<file path="config.mk">
export PLATFORM = sky130hd
export DESIGN_NAME = fifo_wr_arb_ctrl
export DESIGN_NICKNAME = d
export VERILOG_FILES = /design/src/rtl/fifo_wr_arb_ctrl.sv
export SDC_FILE = /design/constraint.sdc
export NUM_CORES = 1
export LEC_CHECK = 0
export CAP_MARGIN = 10
export CORE_AREA = 2 2 51 53
export DETAILED_ROUTE_END_ITERATION = 6
export DIE_AREA = 0 0 53 55
export PLACE_DENSITY = 0.81
export SETUP_SLACK_MARGIN = 0.15
export SKIP_CTS_REPAIR_TIMING = 1
export SLEW_MARGIN = 5
export SYNTH_ARGS = -nofsm -noshare
export SYNTH_HDL_FRONTEND = slang
export SYNTH_SLANG_ARGS = --single-unit
</file>
<file path="constraint.sdc">
create_clock -name w_clk -period 2 [get_ports w_clk]
set_input_delay 0.3 -clock w_clk [delete_from_list [all_inputs] [get_ports w_clk]]
set_output_delay 0.3 -clock w_clk [all_outputs]
set_load 0.05 [all_outputs]
</file>
<file path="src/rtl/fifo_wr_arb_ctrl.sv">
// fifo_wr_arb_ctrl
//   Single-clock controller for the DSP FIFO memory. It arbitrates N_REQ write
//   requesters onto the memory's single write port in round-robin order. It
//   also owns the read/write pointers, derives full/empty/fill_count, and
//   provides a synchronous flush plus sticky overflow/underflow flags.
// Ports
//   w_clk, w_rst          clock (rising edge), asynchronous active-high reset
//   req_valid, req_data   per-requester valid and packed data words
//   req_ready             one-hot accept; zero-latency, combinational
//   rd_en, rd_ack         consumer pop request and accept (combinational)
//   flush, clr_err        synchronous pointer clear, sticky error clear
//   mem_w_inc/addr/data   write port of the external memory
//   mem_r_addr            head-entry read address of the external memory
//   full, empty           FIFO status flags
//   fill_count            number of entries stored, 0..F_DEPTH
//   ovf_err, unf_err      sticky error flags
module fifo_wr_arb_ctrl #(
  parameter int unsigned D_SIZE  = 8,
  parameter int unsigned F_DEPTH = 8,
  parameter int unsigned P_SIZE  = 4,
  parameter int unsigned N_REQ   = 2
) (
  input  logic                      w_clk,
  input  logic                      w_rst,
  input  logic [N_REQ-1:0]          req_valid,
  input  logic [N_REQ*D_SIZE-1:0]   req_data,
  output logic [N_REQ-1:0]          req_ready,
  input  logic                      rd_en,
  output logic                      rd_ack,
  input  logic                      flush,
  input  logic                      clr_err,
  output logic                      mem_w_inc,
  output logic [P_SIZE-2:0]         mem_w_addr,
  output logic [D_SIZE-1:0]         mem_w_data,
  output logic [P_SIZE-2:0]         mem_r_addr,
  output logic                      full,
  output logic                      empty,
  output logic [P_SIZE-1:0]         fill_count,
  output logic                      ovf_err,
  output logic                      unf_err
);

  localparam int unsigned A_W  = P_SIZE - 1;
  localparam int unsigned RR_W = (N_REQ > 1) ? $clog2(N_REQ) : 1;
  localparam logic [RR_W-1:0] RR_LAST = RR_W'(N_REQ - 1);

  // Depth must match the address space of the pointers
  if (F_DEPTH != (1 << A_W)) begin : g_depth_check
    $error("fifo_wr_arb_ctrl: F_DEPTH must equal 2**(P_SIZE-1)");
  end

  logic [P_SIZE-1:0] wr_ptr;
  logic [P_SIZE-1:0] rd_ptr;
  logic [RR_W-1:0]   rr_ptr;

  logic              grant_found;
  logic [RR_W-1:0]   grant_idx;
  logic              wr_acc;
  logic              ovf_set;
  logic              unf_set;

  logic [D_SIZE-1:0] req_word [N_REQ];

  // Unpack the flat requester data bus into words
  for (genvar i = 0; i < N_REQ; i++) begin : g_unpack
    assign req_word[i] = req_data[i*D_SIZE +: D_SIZE];
  end

  // Status derived from the pointers; the MSB is the wrap bit
  assign empty      = (wr_ptr == rd_ptr);
  assign full       = (wr_ptr[A_W-1:0] == rd_ptr[A_W-1:0]) &&
                      (wr_ptr[P_SIZE-1] != rd_ptr[P_SIZE-1]);
  assign fill_count = wr_ptr - rd_ptr;
  assign mem_w_addr = wr_ptr[A_W-1:0];
  assign mem_r_addr = rd_ptr[A_W-1:0];

  // Round-robin search starting at rr_ptr, ascending with wrap
  always_comb begin
    int unsigned idx;
    grant_found = 1'b0;
    grant_idx   = '0;
    idx         = 0;
    for (int k = 0; k < N_REQ; k++) begin
      idx = (32'(rr_ptr) + 32'(k)) % N_REQ;
      if (!grant_found && req_valid[RR_W'(idx)]) begin
        grant_found = 1'b1;
        grant_idx   = RR_W'(idx);
      end
    end
  end

  // Reset gating keeps the combinational handshakes quiet while w_rst is high
  assign wr_acc     = grant_found && !full && !flush && !w_rst;
  assign req_ready  = wr_acc ? (N_REQ'(1) << grant_idx) : '0;
  assign mem_w_inc  = wr_acc;
  assign mem_w_data = req_word[grant_idx];
  assign rd_ack     = rd_en && !empty && !flush && !w_rst;

  assign ovf_set = (|req_valid) && full;
  assign unf_set = rd_en && empty;

  // Pointer and priority state; flush overrides any transfer
  always_ff @(posedge w_clk or posedge w_rst) begin
    if (w_rst) begin
      wr_ptr <= '0;
      rd_ptr <= '0;
      rr_ptr <= '0;
    end else if (flush) begin
      wr_ptr <= '0;
      rd_ptr <= '0;
      rr_ptr <= '0;
    end else begin
      if (wr_acc) begin
        wr_ptr <= wr_ptr + P_SIZE'(1);
        rr_ptr <= (grant_idx == RR_LAST) ? '0 : grant_idx + RR_W'(1);
      end
      if (rd_ack) begin
        rd_ptr <= rd_ptr + P_SIZE'(1);
      end
    end
  end

  // Sticky error flags; a new event wins over a clear in the same cycle
  always_ff @(posedge w_clk or posedge w_rst) begin
    if (w_rst) begin
      ovf_err <= 1'b0;
      unf_err <= 1'b0;
    end else begin
      ovf_err <= ovf_set | (ovf_err & ~clr_err);
      unf_err <= unf_set | (unf_err & ~clr_err);
    end
  end

endmodule

</file>
Word level (Yosys, flattened, before mapping):

Index checks and enable logic that the tools add are counted.
Widths: inputs -> output; s select.

* word-level logic and storage cells: 60
* bits in registers: 11
* bits in read-only memories: 0
* memories: 0
* bits in latches: 0
* output and inout bits: 26
* memory bits (writable): 0
* input port bits: 23

* divide/modulo/power cells: 0
* add/sub/neg operators: 5
* $mul: 0
* muxes and demuxes: 19
* shifts and indexed selects: 1
* reductions and logical operators: 18
* order comparisons: 3
* bitwise gates (word level): 6
* equal/unequal tests: 3

Operators by type and width (number)
* $mux 8: 3
* $mux 4: 4
* $mux 1: 11
* $logic_and 1x1->1: 10
* $add 4x1->4 const B: 2
* $logic_not 1->1: 5
* $eq 4x4->1: 1
* $lt 1x2->1 const B: 2
* $reduce_bool 2->1: 2
* $sub 4x4->4: 1
* $eq 3x3->1: 1
* $add 1x1->1 const B: 2
* $and 1x1->1: 2
* $ge 2x2->1 const B: 1
* $mux 2: 1
* $not 1->2: 1
* $or 1x1->1: 2
* $reduce_or 2->1: 1
* $shl 1x1->2 const A: 1
* $ne 1x1->1: 1
* $not 1->1: 1

Logic depth before layout (Yosys ltp):

Gate-level depths: netlist (run 1).

* depth after elaboration: 11
* gate-level depth with buffers: 7
* gate-level depth less buffers: 7

Least setup slack after synthesis (run 1):

No wires, ideal clock.

* kind: flip-flop to output port
* start: register wr_ptr[0]
* end: output fill_count[2]
* arrival time: 1.856 ns
* cell stages (with the launch flop): 5
* buffers on the path: 0
* data required time: 1.700 ns
* path slack: -0.156 ns
* cells stage by stage: dfrtp_1 inv_1 ha_1 fa_1 xnor2_1

* longest elaborated chain between the ends: 1

Ends and longest elaborated chain
* from (decl): line 52 `logic [P_SIZE-1:0] wr_ptr;`
* from (signal assigned): line 114 `wr_ptr <= wr_ptr + P_SIZE'(1);`
* $sub 4x4->4: line 73 `assign fill_count = wr_ptr - rd_ptr;`
* to (decl): line 38 `output logic [P_SIZE-1:0] fill_count,`

No other way between the ends.

Final worst setup path (run 1):

* start: register rd_ptr[2]
* end: output mem_w_inc

* longest elaborated chain between the ends: 6

Ends and longest elaborated chain
* from (decl): line 53 `logic [P_SIZE-1:0] rd_ptr;`
* from (signal assigned): line 118 `rd_ptr <= rd_ptr + P_SIZE'(1);`
* $eq 3x3->1: line 71 `assign full = (wr_ptr[A_W-1:0] == rd_ptr[A_W-1:0]) &&`
* $logic_and 1x1->1: line 71
* $logic_not 1->1: line 93 `assign wr_acc = grant_found && !full && !flush && !w_rst;`
* $logic_and 1x1->1 (3 in a row): line 93
* to (decl): line 32 `output logic mem_w_inc,`

No other way between the ends.

==> results of run 1 <==
-- worst max-delay path, cell delays in order (launching register included) --
cell and delay, ns:
dfrtp_1 0.42, inv_2 0.07, ha_4 0.28, nand3_4 0.09, o221ai_4 0.27, inv_4 0.05
buf_4 0.16, buf_12 0.14
-- per-layer routing --
| layer | vias up | global-route usage | part of all wire |
|---|---|---|---|
| met5 | - | 0 | 0 |
| li1 | 430 | - | - |
| met1 | 447 | 0.206 | 0.36 |
| met2 | 42 | 0.344 | 0.55 |
| met3 | 7 | 0.0645 | 0.071 |
| met4 | 0 | 0.103 | 0.020 |
-- flip-flops by register name (all words and copies together), names as in the netlist --
name,cells
wr_ptr,4
rr_ptr,1
unf_err,1
ovf_err,1
rd_ptr,4
-- worst max path at each step --
stage	from	end	slack, ns	depth (start not counted)
global placement	req_valid[0]	mem_w_data[2]	0.06	6
detailed placement	req_valid[0]	mem_w_data[1]	0.01	6
finish	rd_ptr[2]$_DFFE_PP0P_	mem_w_inc	-0.06	7
global route	rd_ptr[2]$_DFFE_PP0P_	mem_w_inc	-0.13	7
floorplan	wr_ptr[0]$_DFFE_PP0P_	rr_ptr$_DFFE_PP0P_	0.16	7
CTS	rd_ptr[2]$_DFFE_PP0P_	mem_w_inc	-0.22	7
-- layout by cell type (no fill, tap or decap), types with 3 or more instances in the layout --
master and instances:
inv_1 8, nor2_1 5, xor2_1 3, o21ai_0 4, buf_12 11, clkbuf_4 3, buf_6 10, buf_4 18
inv_2 4, xnor2_2 3, dfrtp_1 10, ha_4 3, nand2_1 4, clkdlybuf4s50_1 22, dlymetal6s2s_1 8, nor2_4 3
mux2_2 7
-- stage by stage --
step / TNS [ns] / hold WS (ns) / instances
final: -0.148 / 0.389 / 187
after global routing: -0.438 / 0.454 / 187
after CTS: -0.693 / 0.415 / 175
after detailed placement: 0 / 0.535 / 171
after global placement: 0 / 0.511 / 171
after floorplan: 0 / 0.152 / 90
-- cell type report --
cell class,count,area (um^2)
Timing Repair Buffer,70,803
Multi-Input combinational cell,58,584
Fill cell,136,579
Sequential cell,11,277
Inverter,14,57.6
Tap cell,30,37.5
Clock buffer,4,26.3
-- logic make-up after synthesis --
group / count (synthesis)
AO/OA/AOI/OAI: 15
buffers and inverters: 21
multiplexers: 10
XOR/XNOR: 6
flip-flops: 11
AND/OR/NAND/NOR: 21
adder cells (fa/ha/maj): 6
-- power groups by stage --
stage / registers [mW] / logic, mW / clock network, mW
floorplan: 0.265 / 0.284 / 0
global placement: 0.249 / 0.514 / 0
detailed placement: 0.249 / 0.523 / 0
CTS: 0.245 / 0.526 / 0.158
global route: 0.246 / 0.630 / 0.178
finish: 0.245 / 0.606 / 0.170
==> results.md, run 1 <==
* Synth top area cells: dfrtp_1 (33%), mux2_2 (11%), ha_1 (7.4%)
* Crit. End Element: primary output
* Most common cell in the synthesized netlist: inv_1
* Share of the synthesized area in the top cell type at 0.325
* Post-synth ARST share at 1.00
* Seq pwr share at 0.240
* Cell row count at 18
* Synthesized area at 846 um^2
* Syn_area_per_cell at ~9.4 um^2
* Main combinational cell family by area after synthesis: compound AO/OA/AOI/OAI gates
* Yosys cell types at 28
* Worst-margin pin slew at 0.514 ns
* Max-slew violations at 0
* Die Wd at 53 um
* Clock power share at 0.167
* FF-to-FF Start: rd_ptr[2]$_DFFE_PP0P_
* Yosys warns at 0
* Die height at 55 um
* Synthesized instance count at 90
* Worst skew pair latency at approximately 0.29 ns
* Post-layout util at 0.755
* Compound-cell area share of the yosys netlist at 0.141
* RSZ-0062 raised after global routing: true
* WL final at 3240 um
* Multiplexer share of the synthesized area at 0.130
* PnR Total Power at approximately 1.0 mW
* Initial DRC count at 7
* Pre-CTS WS at 0.0127 ns
* Final instance area at 1790 um^2
* Final Setup Violations at 4
* Pre-antenna DRT Iters at 4
* Global-route wire length before repair at 3970 um
* Initial antenna violation count at 0
* Commonest cells post-synth: inv_1 (13), dfrtp_1 (11), nor2_1 (9), mux2_2 (8), buf_4 (6)
* Via density at 4.95
* Post-Synth Simple-Gate Area at 0.115
* Status: finished, violations left
* Initial Utilization at 0.358
* Routed wire per std cell at 17.3 um
* Top FF cell, synth: dfrtp_1
* MaxCap Viol Count at 0
* Reg2reg end: wr_ptr[2]$_DFFE_PP0P_
* CTS sink cnt at 11
* Via count at roughly 900
* H-tree Lvls at 1
* Residual DRC at 0
* Post-Syn Nets at 119
* Max transition margin at 0.656
* Io pins at 49
* Area grow syn2layout at 111%
* P per Cell Area at approximately 570 nW/um^2
* Vias in the first global route at 870
* Post-Synth Adder-Cell Area at 0.0976
* HP Class: in2async
* Register area share after synthesis at 0.325
* Global placement routability congestion at 0.730
* Grt ovf at 0
* Final Net Count at roughly 190
* FF-to-FF path depth at 8
* Global-route usage over all layers at 0.194
* Core Area at ~2400 um^2
* Post-synth EDFFs at 0
* TritonCTS clock tree: yes
* Endpoints failing hold at 0
* Synthesized flop and latch total at 11
* Startpoint Class: register
* Min cycle time layout at 2.06 ns
* Final antenna-violating net count at 0
* P_int at just under 0.6 mW
* Largest area contributor in the netlist: dfrtp_1
* NetSw at 0.427 mW
* R2R setup slack at 0.26 ns
* WP data required at approximately 1.7 ns
* Crit Path Max Fanout at 5
* Num CTS Buffers at 3
* Placed Area at 1550 um^2
* Setup WS post-layout at -0.0581 ns
* Post-Synth XOR/XNOR Area at 0.0710
* Clock Path Buffers at 2
* Die Footprint at 2920 um^2
* Clock transition at path regs at roughly 0.080 ns
* Combinational Power Share at 0.593
* Clk root buf: clkbuf_4
* Tcrit/Tclk final at 1.03
* Failing checks: setup timing
* Final Skew at 0.000677 ns
* Share of cells above drive strength 1 at 0.484
* Hpwl dp at about 2200 um
* Max Fclk at 486 MHz
* Sw frac at 0.418
* VDD IR max at 0.000568 V
* Critical Setup Path Class: reg2out
* Pin count of the biggest net entering global routing at 12
* N_diodes at 0
* Leak pwr at 0.924 nW
* # port buffers at 48
* Critical Path AT at ~1.8 ns
No activity file was read; power rests on OpenSTA's default activity.
==> inputs of run 2 (changes only) <==
SKIP_LAST_GASP = 1   (was default)
==> results.md, run 2 (synthesis gave the netlist of run 1 again) <==
* Reg2reg end: wr_ptr[2]$_DFFE_PP0P_
* VDD IR max at 0.000568 V
* Sw frac at 0.418
* # port buffers at 48
* Share of cells above drive strength 1 at 0.484
* # placed instances at 171
* Io pins at just under 50
* WP data required at between 1.5 and 2 ns
* Global placement routability congestion at between 0.7 and 0.8
* N_diodes at 0
* Die Footprint at between 2000 and 3000 um^2
* Final Skew at 0.000677 ns
* Routed wire per std cell at 17.3 um
* Most frequent cells in the layout: clkdlybuf4s50_1 (22), buf_4 (18), buf_12 (11), dfrtp_1 (10), buf_6 (10)
* Clock power share at 0.167
* Worst-margin pin slew at 0.514 ns
* Critical Path AT at about 1.8 ns
* Max transition margin at 0.656
* Combinational Power Share at 0.593
* Die height at between 50 and 60 um
* Worst skew pair latency at 0.29 ns
* Pre-antenna DRT Iters at 4
* Final antenna-violating net count at 0
* Die Wd at 53 um
* Max Fclk at 486 MHz
* HP Class: in2async
* Final Setup Violations at 4
* Area grow syn2layout at 111%
* P per Cell Area at 572 nW/um^2
* Final instance area at approximately 1800 um^2
* WL final at 3240 um
* Clock Path Buffers at 2
* Via density at 4.95
* MaxCap Viol Count at 0
* Hpwl dp at approximately 2200 um
* R2R setup slack at around 0.26 ns
* Global-route usage over all layers at 0.194
* Initial DRC count at 7
* FF-to-FF Start: rd_ptr[2]$_DFFE_PP0P_
* Endpoints failing hold at 0
* Crit. End Element: primary output
* RSZ-0062 raised after global routing: true
* Critical Setup Path Class: reg2out
* Global-route wire length before repair at just under 4000 um
* H-tree Lvls at 1
* Max-slew violations at 0
* Failing checks: setup timing
* P_int at 0.595 mW
* FF-to-FF path depth at 8
* Pre-CTS WS at roughly 0.013 ns
* Final Net Count at 187
* Via count at 926
* TritonCTS clock tree: yes
* Num CTS Buffers at 3
* Leak pwr at 0.924 nW
* Grt ovf at 0
* Residual DRC at 0
* Largest registers: rd_ptr x4, wr_ptr x4
* Placed Area at 1550 um^2
* Post-Layout Cell Count at 187
* Pin count of the biggest net entering global routing at 12
* Seq pwr share at 0.240
* Vias in the first global route at 870
* Tcrit/Tclk final at 1.03
* Clk root buf: clkbuf_4
* Initial antenna violation count at 0
* Min cycle time layout at 2.06 ns
* Startpoint Class: register
* Commonest non-fill, non-tap cell in the layout: clkdlybuf4s50_1
* Initial Utilization at 0.358
* NetSw at 0.427 mW
* CTS sink cnt at 11
* Core Area at 2360 um^2
* Cell row count at 18
* Status: finished, violations left
* Clock transition at path regs at 0.08 ns
* Crit Path Max Fanout at 5
* Setup WS post-layout at -0.0581 ns
==> run 2: cell counts in the layout (fill, tap and decap cells not counted) <==
No cell type changed its count.
==> run 2: cell type report <==
cell class | count | area (um^2)
repair buffers | 70 | 803
multi-input cells | 58 | 584
fillers | 136 | 579
flip-flops and latches | 11 | 277
inverters | 14 | 57.6
well taps | 30 | 37.5
clock buffers | 4 | 26.3
==> run 2: metrics by stage <==
stage	utilization	hold slack, ns	power [mW]	setup TNS, ns
floorplan	-	0.152	0.549	0
global placement	0.654	0.511	0.763	0
detailed placement	0.654	0.535	0.773	0
CTS	0.666	0.415	0.928	-0.693
global route	0.755	0.454	1.05	-0.438
finish	0.755	0.389	1.02	-0.148
==> run 2: per-layer routing <==
layer | share of wire | GRT usage
met1 | 0.36 | 0.206
met2 | 0.55 | 0.344
met3 | 0.071 | 0.0645
met4 | 0.020 | 0.103
met5 | 0 | 0
==> run 2: how the worst max path moves through the flow <==
| stage | from | end | depth (start not counted) |
|---|---|---|---|
| 6_report | rd_ptr[2]$_DFFE_PP0P_ | mem_w_inc | 7 |
| 5_1_grt | rd_ptr[2]$_DFFE_PP0P_ | mem_w_inc | 7 |
| 4_1_cts | rd_ptr[2]$_DFFE_PP0P_ | mem_w_inc | 7 |
| 3_5_place_dp | req_valid[0] | mem_w_data[1] | 6 |
| 3_3_place_gp | req_valid[0] | mem_w_data[2] | 6 |
| 2_1_floorplan | wr_ptr[0]$_DFFE_PP0P_ | rr_ptr$_DFFE_PP0P_ | 7 |
==> run 2: worst max-delay path, cell delays in order (launching register included) <==
cell	delay (ns)
dfrtp_1	0.42
inv_2	0.07
ha_4	0.28
nand3_4	0.09
o221ai_4	0.27
inv_4	0.05
buf_4	0.16
buf_12	0.14
==> run 2: power by group through the flow <==
stage               sequential [mW]  clock, mW  combinational (mW)
global placement              0.249          0               0.514
floorplan                     0.265          0               0.284
global route                  0.246      0.178               0.630
detailed placement            0.249          0               0.523
CTS                           0.245      0.158               0.526
finish                        0.245      0.170               0.606
